**src/rtl/led_frame_encoder_pkg.sv**
```systemverilog
// Shared definitions for the LED Manchester frame encoder: default frame width,
// default preamble pattern, FSM state encodings and a small Manchester helper.
// Build option: define ENCODER_PARITY_EN to add the PARITY state (even-parity bit).
package led_frame_encoder_pkg;

  localparam int         FRAME_SIZE_DEF = 16;
  localparam logic [7:0] PREAMBLE_DEF   = 8'hAB;

  // Fixed encodings so state values stay stable whether or not PARITY is built.
  typedef enum logic [2:0] {
    ST_IDLE     = 3'd0,
    ST_PREAMBLE = 3'd1,
    ST_DATA     = 3'd2,
`ifdef ENCODER_PARITY_EN
    ST_PARITY   = 3'd3,
`endif
    ST_DONE     = 3'd4
  } state_t;

  // Manchester: a 1 is sent low-then-high, a 0 high-then-low, so the first
  // half-bit is always the complement of the bit value.
  function automatic logic first_half(input logic bit_val);
    return ~bit_val;
  endfunction

endpackage

```
**src/rtl/led_frame_encoder_tick_gen.sv**
```systemverilog
// Purpose:      half-bit timebase; 1-cycle tick every CLKS_PER_HALFBIT enabled cycles.
// Latency:      first tick CLKS_PER_HALFBIT cycles after clear; tick is combinational on the count.
// Backpressure: none; counter only advances while enable=1, clear forces phase zero.
// Ports: clock, reset_n (async active-low), clear (restart phase), enable (count), tick (out).
module halfbit_tick_gen #(
  parameter int CLKS_PER_HALFBIT = 1024
) (
  input  logic clock,
  input  logic reset_n,
  input  logic clear,
  input  logic enable,
  output logic tick
);

  // A one-cycle half-bit still needs a 1-bit counter that simply stays at 0.
  localparam int CW = (CLKS_PER_HALFBIT > 1) ? $clog2(CLKS_PER_HALFBIT) : 1;

  logic [CW-1:0] cnt;

  assign tick = enable && (cnt == CW'(CLKS_PER_HALFBIT - 1));

  always_ff @(posedge clock or negedge reset_n) begin
    if (!reset_n) begin
      cnt <= '0;
    end else if (clear) begin
      cnt <= '0;
    end else if (enable) begin
      cnt <= tick ? '0 : cnt + 1'b1;
    end
  end

endmodule

```
**src/rtl/led_frame_encoder.sv**
```systemverilog
// Purpose:      serialise one data word as Manchester-coded preamble + payload (+ parity) onto an LED.
// Latency:      led starts the cycle after acceptance; irq (1 cycle) after (PREAMBLE_BITS+FRAME_SIZE[+1])*2*CLKS_PER_HALFBIT cycles.
// Backpressure: start is a level request sampled only in IDLE; start/data are ignored while a frame runs.
// Ports: clock, reset_n (async active-low), start, data[FRAME_SIZE-1:0] -> led (idle 0), irq (completion pulse).
// Build option: ENCODER_PARITY_EN appends an even-parity bit after the payload.
module led_frame_encoder
  import led_frame_encoder_pkg::*;
#(
  parameter int                       FRAME_SIZE       = FRAME_SIZE_DEF,
  parameter int                       CLKS_PER_HALFBIT = 1024,
  parameter int                       PREAMBLE_BITS    = 8,
  parameter logic [PREAMBLE_BITS-1:0] PREAMBLE         = PREAMBLE_DEF
) (
  input  logic                  clock,
  input  logic                  reset_n,
  input  logic                  start,
  input  logic [FRAME_SIZE-1:0] data,
  output logic                  led,
  output logic                  irq
);

  localparam int TOTAL_BITS = PREAMBLE_BITS + FRAME_SIZE;
  localparam int BW         = $clog2(TOTAL_BITS + 1);

  state_t                state;
  logic [TOTAL_BITS-1:0] sreg;     // preamble and payload, MSB is the bit on the wire
  logic [BW-1:0]         bit_cnt;  // index of the bit currently on the wire
  logic                  phase;    // 0 = first half-bit, 1 = second half-bit
  logic                  tick;
  logic                  accept;
  logic                  active;
  logic                  fill_bit;

  assign accept = (state == ST_IDLE) && start;
  assign active = (state != ST_IDLE) && (state != ST_DONE);

`ifdef ENCODER_PARITY_EN
  logic par_q;
  // Shifting the parity in behind the payload makes it arrive at the MSB
  // exactly when the last payload bit has gone, so PARITY needs no special path.
  assign fill_bit = par_q;
`else
  assign fill_bit = 1'b0;
`endif

  halfbit_tick_gen #(
    .CLKS_PER_HALFBIT(CLKS_PER_HALFBIT)
  ) u_tick (
    .clock  (clock),
    .reset_n(reset_n),
    .clear  (accept),
    .enable (active),
    .tick   (tick)
  );

  always_ff @(posedge clock or negedge reset_n) begin
    if (!reset_n) begin
      state   <= ST_IDLE;
      sreg    <= '0;
      bit_cnt <= '0;
      phase   <= 1'b0;
      led     <= 1'b0;
      irq     <= 1'b0;
`ifdef ENCODER_PARITY_EN
      par_q   <= 1'b0;
`endif
    end else begin
      irq <= 1'b0;
      case (state)
        ST_IDLE: begin
          led     <= 1'b0;
          phase   <= 1'b0;
          bit_cnt <= '0;
          if (start) begin
            sreg  <= {PREAMBLE, data};
`ifdef ENCODER_PARITY_EN
            par_q <= ^data;
`endif
            // Registered so the first half of preamble bit 0 is on the pin
            // in the very next cycle.
            led   <= first_half(PREAMBLE[PREAMBLE_BITS-1]);
            state <= ST_PREAMBLE;
          end
        end

        ST_DONE: begin
          led   <= 1'b0;
          state <= ST_IDLE;
        end

        default: begin
          if (tick) begin
            if (!phase) begin
              phase <= 1'b1;
              led   <= sreg[TOTAL_BITS-1];
            end else begin
              // Bit boundary: move to the next bit; transitions below may
              // override led/irq when the frame ends.
              phase   <= 1'b0;
              sreg    <= {sreg[TOTAL_BITS-2:0], fill_bit};
              bit_cnt <= bit_cnt + 1'b1;
              led     <= first_half(sreg[TOTAL_BITS-2]);
              case (state)
                ST_PREAMBLE: begin
                  if (bit_cnt == BW'(PREAMBLE_BITS - 1)) state <= ST_DATA;
                end
                ST_DATA: begin
                  if (bit_cnt == BW'(TOTAL_BITS - 1)) begin
`ifdef ENCODER_PARITY_EN
                    state <= ST_PARITY;
`else
                    state <= ST_DONE;
                    led   <= 1'b0;
                    irq   <= 1'b1;
`endif
                  end
                end
`ifdef ENCODER_PARITY_EN
                ST_PARITY: begin
                  state <= ST_DONE;
                  led   <= 1'b0;
                  irq   <= 1'b1;
                end
`endif
                default: begin
                  state <= ST_IDLE;
                end
              endcase
            end
          end
        end
      endcase
    end
  end

endmodule

```
**config.mk**
```make
export PLATFORM = sky130hd
export DESIGN_NAME = led_frame_encoder
export DESIGN_NICKNAME = d
export VERILOG_FILES = /design/src/rtl/led_frame_encoder_pkg.sv /design/src/rtl/led_frame_encoder_tick_gen.sv /design/src/rtl/led_frame_encoder.sv
export SDC_FILE = /design/constraint.sdc
export NUM_CORES = 1
export LEC_CHECK = 0
export CORE_MARGIN = 2
export CORE_UTILIZATION = 34
export CTS_BUF_LIST = sky130_fd_sc_hd__clkbuf_2 sky130_fd_sc_hd__clkbuf_4 sky130_fd_sc_hd__clkbuf_8
export CTS_CLUSTER_SIZE = 40
export DETAILED_ROUTE_END_ITERATION = 10
export REMOVE_ABC_BUFFERS = 1
export SYNTH_ARGS = -nofsm -noshare
export SYNTH_HDL_FRONTEND = slang
export SYNTH_SLANG_ARGS = --single-unit
```
**constraint.sdc**
```tcl
create_clock -name clock -period 5.9 [get_ports clock]
set_input_delay 1.18 -clock clock [delete_from_list [all_inputs] [get_ports clock]]
set_output_delay 1.18 -clock clock [all_outputs]
set_load 0.03 [all_outputs]
```
Yosys cells after proc, flatten, opt, wreduce, memory -nomap -nowiden --
Cells that the tools add are included.
Operators by class: $add $sub $neg 2, equality and inequality tests 10, multiplexer cells 30, bitwise gates (word level) 2, reduce and logical (&&, ||, !) cells 16
Operators with widths (count):
- $mux 24 | 3
- $pmux 24 s2 | 1
- $mux 10 | 3
- $mux 3 | 5
- $mux 1 | 12
- $pmux 3 s2 | 2
- $add 10x1->10 const B | 1
- $eq 10x10->1 const B | 1
- $mux 5 | 2
- $pmux 5 s2 | 1
- $reduce_bool 3->1 | 3
- $reduce_bool 2->1 | 4
- $add 5x1->5 const B | 1
- $eq 5x3->1 const B | 1
- $eq 5x5->1 const B | 1
- $reduce_and 5->1 | 1
- $ne 4x3->1 const B | 1
- $ne 4x4->1 const B | 1
- $reduce_and 4->1 | 1
- $eq 3x1->1 const B | 1
- $eq 3x2->1 const B | 1
- $eq 3x3->1 const B | 1
- $logic_and 1x1->1 | 3
- $logic_not 3->1 | 1
- 7 further kinds | 8
Storage, ports and cells: register bits 45, bits of input ports 19, output and inout bits 2, word-level logic and storage cells 67

Logic depth before layout (Yosys ltp) --
Gate-level depths: netlist of the first run.
depth after elaboration 6, mapped depth 7, depth with buffers taken out 5

Hierarchy --
Synthesis of the first run repeated with hierarchy kept, for this count alone.
Unflattened totals: cell total of the unflattened synthesis 207, area, all modules 2157.1 sq um
By module, submodules not included:
- led_frame_encoder | instances 1, cells an instance 148, area each 1564.0 sq um, seq. area each 875.8 sq um
- halfbit_tick_gen | instances 1, cells an instance 59, area each 593.1 sq um, seq. area each 250.2 sq um

Worst setup path before layout of the first run --
Ideal clock, no wire load.
path type input -> register, start input port start, end register sreg[7], library setup time 0.125 ns, arrival time 2.354 ns, required time 5.775 ns, slack 3.422 ns, cell stages on the path 5, path buffers 2, cells stage by stage or4b_1 -> buf_2 -> o21ai_4 -> buf_8 -> mux2_2
On the way: longest elaborated chain between the ends 2
RTL lines:
- start, declared | line led_frame_encoder.sv:16 | input logic start,
- $ne 2x2->1 (no source line)
- $reduce_and 4->1 (no source line)
- end signal, assigned | line led_frame_encoder.sv:75 | sreg <= {PREAMBLE, data};
- end signal, assigned | line led_frame_encoder.sv:100 | sreg <= {sreg[TOTAL_BITS-2:0], fill_bit};
- end, declared | line led_frame_encoder.sv:26 | logic [TOTAL_BITS-1:0] sreg;
Every way passes these cells. A chain may end at the register's enable or synchronous reset.

Final worst setup path of the first run --
start input port start, end register sreg[11]
Same word-level chain as after synthesis.

==> impl_metrics.json, run 1 <==
{
  "area_growth_pct": 14.3,
  "h-tree-depth": 2,
  "overflow": 0,
  "crit_fanout": 15,
  "grt_pass1_wl_um": 7270,
  "grt_pass1_vias": 1512,
  "wl_per_cell_um": 13.9,
  "leakage_uw": 0.00114,
  "final.min_clock_period_ns": 2.86,
  "fill_cells": 649,
  "vdd_drop_max_v": 0.0000916,
  "layout-drive-gt1-share": 0.113,
  "synth_top_area_cell": "dfrtp_1",
  "io_pins": 21,
  "finClkSkew_ns": 0.0107,
  "cts-root-buf": "clkbuf_8",
  "p_total_uw": 918,
  "hold_buffers": 0,
  "cts.sinks": 45,
  "highest_layer": "met4",
  "reg2regPathDepth": 5,
  "ctsResizeCount": 0,
  "multi_input_area_um2": 1090,
  "nNetsFinal": 241,
  "crit_required_ns": 6.09,
  "finalSetupTns_ns": 0,
  "ys.flop_type": "dfrtp_1",
  "place.gp.congestion": 0.763,
  "ys_ff_latch": 45,
  "syn_inst": 205,
  "relSlewSlack": 0.330,
  "firstDrtPassIters": 4,
  "cts_tree": "yes",
  "status": "completed",
  "hpwlAfterDp_um": 2850,
  "synth_most_common_cell": "dfrtp_1",
  "cts_made_buffers": 5,
  "endpoint_kind": "flip-flop",
  "clock_latency_ns": 0.30,
  "num_antenna_cells": 0,
  "worstPathArrival_ns": 3.05,
  "clock.fmax_ghz": 0.350,
  "clk_pin_slew_ns": 0.09,
  "avgSynthCellArea_um2": 11.3,
  "die_area_um2": 7500,
  "vias": 1535,
  "synth_edf_count": 0,
  "die_x_um": 86.6,
  "antenna_found_initial": 0,
  "post_cts_buffers": 0,
  "worst_hold_path.num_cells": 1,
  "row_count": 30,
  "synthArstFlopShare": 1.00,
  "finalSetupViolations": 0,
  "synth_top_area_share": 0.485,
  "wl_met3_um": 109,
  "seq_area_um2": 1130,
  "start_kind": "primary input",
  "drc": 0,
  "yosys_warnings": 0,
  "synth.distinct_cells": 44,
  "ys_top_cells_by_count": "dfrtp_1 (45), mux2_1 (25), nor2_1 (11)",
  "routed_wl_um": 4190,
  "io_buffers": 20,
  "die_h_um": 86.6,
  "via_per_inst": 5.10,
  "grt_max_degree": 46,
  "tightest_slew_ns": 1.01,
  "maxCapViolCount": 0,
  "clockBufferDepth": 2,
  "fin_crit_sh": 0.484,
  "finalHoldViolations": 0,
  "syn_area_um2": 2320,
  "drtIter0Drc": 54,
  "hp-class": "reg -> reg",
  "yosysSeqAreaShare": 0.485,
  "antenna_left": 0,
  "grt_use_total": 0.120,
  "core_region_area_um2": 6680,
  "power.density_nw_per_um2": 346,
  "crit_type": "in -> reg",
  "start_util": 0.347,
  "wl_met1_um": 2230,
  "routed-wl-met2_um": 1780,
  "rsz0062_at_grt": "no",
  "synth_area_leaders": "dfrtp_1 (49%), mux2_1 (12%), mux2_2 (4.4%)",
  "maxSlewViolCount": 0
}
where the power goes:
part / leakage [µW] / total [µW] / switching [µW] / internal (µW)
sequential: 0.000567 / 459 / 67.6 / 392
clock: 0.0000588 / 239 / 107 / 132
combinational: 0.000513 / 220 / 97.8 / 122
worst max-delay path: stages:
cell and delay [ns]:
clkdlybuf4s50_1 0.50, or4b_1 0.67, o21ai_4 0.30, mux2_2 0.39
per-layer routing:
metal  global-route usage  vias to the layer above
li1                     -                      780
met1                0.170                      730
met2                0.183                       19
met3               0.0229                        6
met4               0.0426                        0
met5                    0                        -
metrics by stage:
stage / instance area (µm²) / setup slack [ns] / cells / util / hold WS (ns)
6_report: 2650 / 3.04 / 301 / 0.397 / 0.490
5_1_grt: 2650 / 2.99 / 301 / 0.397 / 0.508
4_1_cts: 2650 / 3.05 / 301 / 0.397 / 0.496
3_5_place_dp: 2540 / 2.74 / 293 / 0.380 / 0.475
3_3_place_gp: 2540 / 2.77 / 293 / 0.380 / 0.463
2_1_floorplan: 2240 / 3.40 / 193 / - / 0.450
cell families (layout without fill, tap and decap cells):
| kind of cell | after synthesis | count (layout) | share of synthesized area |
|---|---|---|---|
| compound gates | 42 | 42 | 0.133 |
| xor+xnor | 4 | 4 | 0.0151 |
| fa+ha+maj | 2 | 2 | 0.0108 |
| buf+inv | 19 | 35 | 0.0453 |
| flops | 45 | 45 | 0.485 |
| mux | 37 | 37 | 0.178 |
| simple gates | 56 | 56 | 0.132 |
sequential cells by signal, indices dropped and copies added (netlist names):
register,cells
state,3
irq,1
led,1
sreg,24
u_tick.cnt,10
bit_cnt,5
phase,1
cells in the final DEF, fill, tap and decap left out, types with 2 or more instances in the layout:
master,n
mux2_1,25
nor3_1,7
nand2_1,10
mux2i_1,3
a21oi_1,9
and4_1,2
nand3_1,10
clkbuf_8,5
o21ai_1,6
o31ai_1,4
clkdlybuf4s50_1,19
ha_1,2
inv_1,7
xor2_1,2
mux2_2,9
or4_1,3
nor2_1,11
dfrtp_1,45
a31oi_1,5
and3_1,2
a211oi_1,3
xnor2_1,2
or2_1,2
o21ai_0,5
a22o_1,3
path summary, 6_finish.rpt:
kind	slack, ns	end	startpoint
max	3.04	sreg[11]	start
min	0.49	sreg[2]	sreg[2]
max reg2reg	3.45	sreg[11]	u_tick.cnt[0]
min reg2reg	0.49	sreg[2]	sreg[2]
max in group asynchronous	4.23	u_tick.cnt[6]	reset_n
min in group asynchronous	1.05	sreg[6]	reset_n
cell type report:
type | count | area share
Timing Repair Buffer | 20 | 0.0736
Clock buffer | 6 | 0.0288
Inverter | 7 | 0.00991
Clock inverter | 2 | 0.0146
Sequential cell | 45 | 0.425
Tap cell | 80 | 0.0378
Multi-Input combinational cell | 141 | 0.411
Note: power is estimated with default switching activity, not from simulation.
==> run 2: changes to the inputs <==
- clock period: 5.9 -> 2.7 ns (I/O delays scaled with it)
==> impl_metrics.json, run 2 (synthesis gave the netlist of run 1 again) <==
{
  "finalSetupViolations": 0,
  "via_per_inst": 5.15,
  "vdd_drop_max_v": 0.000236,
  "antenna_found_initial": 0,
  "clk_pin_slew_ns": 0.09,
  "num_antenna_cells": 0,
  "grt.met2_usage": 0.199,
  "start_util": 0.347,
  "place_ws_ns": 0.394,
  "core_region_area_um2": 6680,
  "maxSlewViolCount": 0,
  "finalSetupTns_ns": 0,
  "regMostFlops": "sreg",
  "clock.fmax_ghz": 0.459,
  "worstPathArrival_ns": 2.36,
  "grt_pass1_wl_um": 7580,
  "maxCapViolCount": 0,
  "p_clk_frac": 0.261,
  "crit_fanout": 15,
  "cts.sinks": 45,
  "status": "completed",
  "wl_per_cell_um": 14.0,
  "grt_max_degree": 22,
  "layout_commonest_cell": "dfrtp_1",
  "met1_usage": 0.179,
  "die_area_um2": 7500,
  "area_growth_pct": 17.7,
  "hold_buffers": 0,
  "routed_wl_um": 4370,
  "fill_cells": 645,
  "power.density_nw_per_um2": 749,
  "nNetsFinal": 251,
  "crit_type": "reg -> reg",
  "multi_input_area_um2": 1090,
  "drc": 0,
  "combPwrFrac": 0.255,
  "p_total_uw": 2050,
  "tightest_slew_ns": 0.513,
  "seq_area_um2": 1130,
  "clockBufferDepth": 2,
  "die_h_um": 86.6,
  "reg_top3": "sreg (24), u_tick.cnt (10), bit_cnt (5)",
  "row_count": 30,
  "drtIter0Drc": 91,
  "post_cts_buffers": 0,
  "fin_crit_sh": 0.806,
  "hpwlAfterDp_um": 3170,
  "firstDrtPassIters": 4,
  "final_core_util": 0.409,
  "rsz0062_at_grt": "no",
  "place.gp.congestion": 0.758,
  "endpoint_kind": "flip-flop",
  "cts_tree": "yes",
  "h-tree-depth": 2,
  "worst_slack_ns": 0.523,
  "finClkSkew_ns": 0.0128,
  "hp-class": "in -> async",
  "io_buffers": 20,
  "cts-root-buf": "clkbuf_8",
  "p_switching_uw": 591,
  "relSlewSlack": 0.657,
  "finalHoldViolations": 0,
  "overflow": 0,
  "grt_use_total": 0.127,
  "die_x_um": 86.6,
  "p_seq_frac": 0.484,
  "ctsResizeCount": 0,
  "crit_required_ns": 2.88,
  "clock_latency_ns": 0.30,
  "sw_frac_of_total": 0.289,
  "start_kind": "flip-flop",
  "vias": 1602,
  "use_met3": 0.0200,
  "final_cell_mix": "dfrtp_1 (45), mux2_1 (25), clkdlybuf4s50_1 (19)",
  "layout-drive-gt1-share": 0.152,
  "grt-busiest-layer": "met2",
  "leakage_uw": 0.00119,
  "io_pins": 21,
  "largest_reg_flops": 24,
  "cellInternalPower_uw": 1450,
  "grt_pass1_vias": 1587,
  "antenna_left": 0,
  "cts_made_buffers": 5,
  "final.min_clock_period_ns": 2.18
}
run 2: changes by cell type in the layout (fill, tap and decap cells not counted):
cell / previous run / this run
clkinv_4: 1 / 0
clkbuf_8: 5 / 6
buf_4: 0 / 10
run 2: worst paths after layout:
path | endpoint | depth (start not counted) | startpoint | slack [ns]
worst max-delay path | sreg[12] | 4 | state[0] | 0.52
worst min-delay path | sreg[21] | 1 | reset_n | 0.13
worst max register to register | sreg[12] | 4 | state[0] | 0.52
worst min register to register | sreg[1] | 1 | sreg[1] | 0.49
max in group asynchronous | phase | 2 | reset_n | 1.98
min in group clock | sreg[1] | 1 | sreg[1] | 0.49
run 2: cell type report:
type                            count  area share
Sequential cell                    45       0.412
Multi-Input combinational cell    141       0.399
Timing Repair Buffer               30      0.0989
Tap cell                           80      0.0366
Clock buffer                        7      0.0330
Clock inverter                      1      0.0110
Inverter                            7     0.00962
run 2: critical path, cell delays in order (launching register included):
cell and delay, ns:
dfrtp_1 0.49, or2_1 0.35, nand2_1 0.30, o21ai_4 0.52, mux2_2 0.39
run 2: per-stage QoR:
stage	std cells	hold slack (ns)	instance area, µm²
6_report	311	0.127	2730
5_1_grt	311	0.143	2730
4_1_cts	311	0.132	2730
3_5_place_dp	303	0.459	2610
3_3_place_gp	303	0.455	2610
2_1_floorplan	193	0.244	2240
run 2: metal layers:
layer | part of all wire | up-vias
li1 | - | 797
met2 | 0.46 | 24
met1 | 0.51 | 777
met3 | 0.024 | 4
met5 | 0 | -
met4 | 0.010 | 0
run 2: power by group through the flow:
stage               clock network [µW]  registers (µW)  logic, µW
CTS                                550             990        531
finish                             534             991        521
detailed placement                   0            1000        530
global placement                     0             997        511
global route                       573            1020        592
floorplan                            0             974        387
==> run 3: changes to the inputs <==
- clock period: 2.7 -> 2.2 ns (I/O delays scaled with it)
==> impl_metrics.json, run 3 (synthesis gave the netlist of run 1 again) <==
{
  "grt_pass1_vias": 1649,
  "finClkSkew_ns": 0.00818,
  "leakage_uw": 0.00119,
  "worst_r2r_endpoint": "sreg[14]",
  "finalSetupViolations": 0,
  "power.density_nw_per_um2": 866,
  "finalHoldViolations": 0,
  "place.gp.congestion": 0.736,
  "die_area_um2": 7500,
  "hold_buffers": 0,
  "final.min_clock_period_ns": 2.06,
  "clk_pin_slew_ns": 0.08,
  "layout_commonest_cell": "dfrtp_1",
  "highest_layer": "met4",
  "core_region_area_um2": 6680,
  "start_kind": "flip-flop",
  "die_h_um": 86.6,
  "clockBufferDepth": 2,
  "r2r_start": "u_tick.cnt[0]",
  "area_growth_pct": 17.8,
  "rsz0062_at_grt": "no",
  "wl_per_cell_um": 13.6,
  "cts_tree": "yes",
  "hpwlAfterDp_um": 3020,
  "reg_top3": "sreg (24), u_tick.cnt (10), bit_cnt (5)",
  "start_util": 0.347,
  "worstPathArrival_ns": 2.25,
  "grt_pass1_wl_um": 7510,
  "overflow": 0,
  "vdd_drop_max_v": 0.000234,
  "vias": 1606,
  "crit_type": "reg -> reg",
  "routed_wl_um": 4270,
  "relSlewSlack": 0.607,
  "final_cell_mix": "dfrtp_1 (45), mux2_1 (25), clkdlybuf4s50_1 (19)",
  "clock_latency_ns": 0.29,
  "cts_made_buffers": 5,
  "die_x_um": 86.6,
  "clock.fmax_ghz": 0.484,
  "fill_cells": 657,
  "row_count": 30,
  "tightest_slew_ns": 0.590,
  "firstDrtPassIters": 4,
  "status": "completed",
  "placed_cells": 306,
  "grt_use_total": 0.124,
  "routed-wl-met2_um": 2100,
  "wl_met3_um": 72,
  "h-tree-depth": 2,
  "hp-class": "in -> async",
  "drtIter0Drc": 57,
  "maxCapViolCount": 0,
  "layout-drive-gt1-share": 0.162,
  "largest_reg_flops": 24,
  "cellInternalPower_uw": 1640,
  "endpoint_kind": "flip-flop",
  "multi_input_area_um2": 1090,
  "num_antenna_cells": 0,
  "cts-root-buf": "clkbuf_8",
  "io_pins": 21,
  "regMostFlops": "sreg",
  "grt_max_degree": 46,
  "r2r_slack_ns": 0.14,
  "crit_required_ns": 2.39,
  "post_cts_buffers": 0,
  "io_buffers": 20,
  "p_switching_uw": 729,
  "antenna_found_initial": 0,
  "p_seq_frac": 0.512,
  "antenna_left": 0,
  "finalSetupTns_ns": 0,
  "p_clk_frac": 0.211,
  "cts.sinks": 45,
  "wl_met1_um": 2070,
  "crit_fanout": 15,
  "sw_frac_of_total": 0.308,
  "seq_area_um2": 1130,
  "nNetsFinal": 254,
  "drc": 0,
  "fin_crit_sh": 0.939,
  "combPwrFrac": 0.277,
  "via_per_inst": 5.11,
  "stdcell_count": 314,
  "reg2regPathDepth": 5,
  "ctsResizeCount": 0,
  "maxSlewViolCount": 0
}
## run 3: cell types whose count changed in the layout (fill, tap and decap cells not counted)
cell	delta
buf_4	+2
bufinv_16	-1
buf_12	+1
clkinvlp_4	+1
clkbuf_8	-1
clkinv_2	+2
clkbuf_4	-1
## run 3: power groups by stage
stage	sequential, µW	clock (µW)	combinational, µW
floorplan	1200	0	475
global route	1250	568	747
global placement	1230	0	643
finish	1210	500	655
CTS	1210	525	665
detailed placement	1230	0	664
## run 3: worst max-delay path by stage
stage                  start  endpoint  slack, ns  cells after the start
2_1_floorplan  u_tick.cnt[0]  sreg[10]       0.13                      5
3_3_place_gp           start  sreg[12]       0.01                      4
3_5_place_dp           start  sreg[13]      -0.02                      4
4_1_cts        u_tick.cnt[0]  sreg[13]       0.12                      5
5_1_grt        u_tick.cnt[0]  sreg[14]       0.02                      5
6_report       u_tick.cnt[0]  sreg[14]       0.14                      5
## run 3: worst max-delay path: stages (launching register included)
cell and delay [ns]:
dfrtp_1 0.40, ha_1 0.22, and4_1 0.33, nand2_1 0.15
o21ai_4 0.46, mux2_2 0.39
## run 3: final cells by class
type | count | share of cell area
Sequential cell | 45 | 0.412
Multi-Input combinational cell | 141 | 0.398
Timing Repair Buffer | 33 | 0.112
Tap cell | 80 | 0.0366
Clock buffer | 5 | 0.0252
Inverter | 7 | 0.00962
Clock inverter | 3 | 0.00641
## run 3: through the flow
stage | power (µW) | area (µm²) | hold WS (ns) | worst slack [ns] | util
floorplan | 1670 | 2240 | 0.144 | 0.128 | -
CTS | 2400 | 2730 | 0.240 | 0.125 | 0.409
detailed placement | 1900 | 2650 | 0.473 | -0.0232 | 0.396
global route | 2560 | 2730 | 0.262 | 0.0183 | 0.409
global placement | 1870 | 2650 | 0.463 | 0.0120 | 0.396
finish | 2370 | 2730 | 0.221 | 0.135 | 0.409
## run 3: metal layers
layer | vias to the layer above | GRT usage
li1 | 799 | -
met1 | 784 | 0.164
met2 | 19 | 0.209
met3 | 4 | 0.0200
met4 | 0 | 0.0384
met5 | - | 0
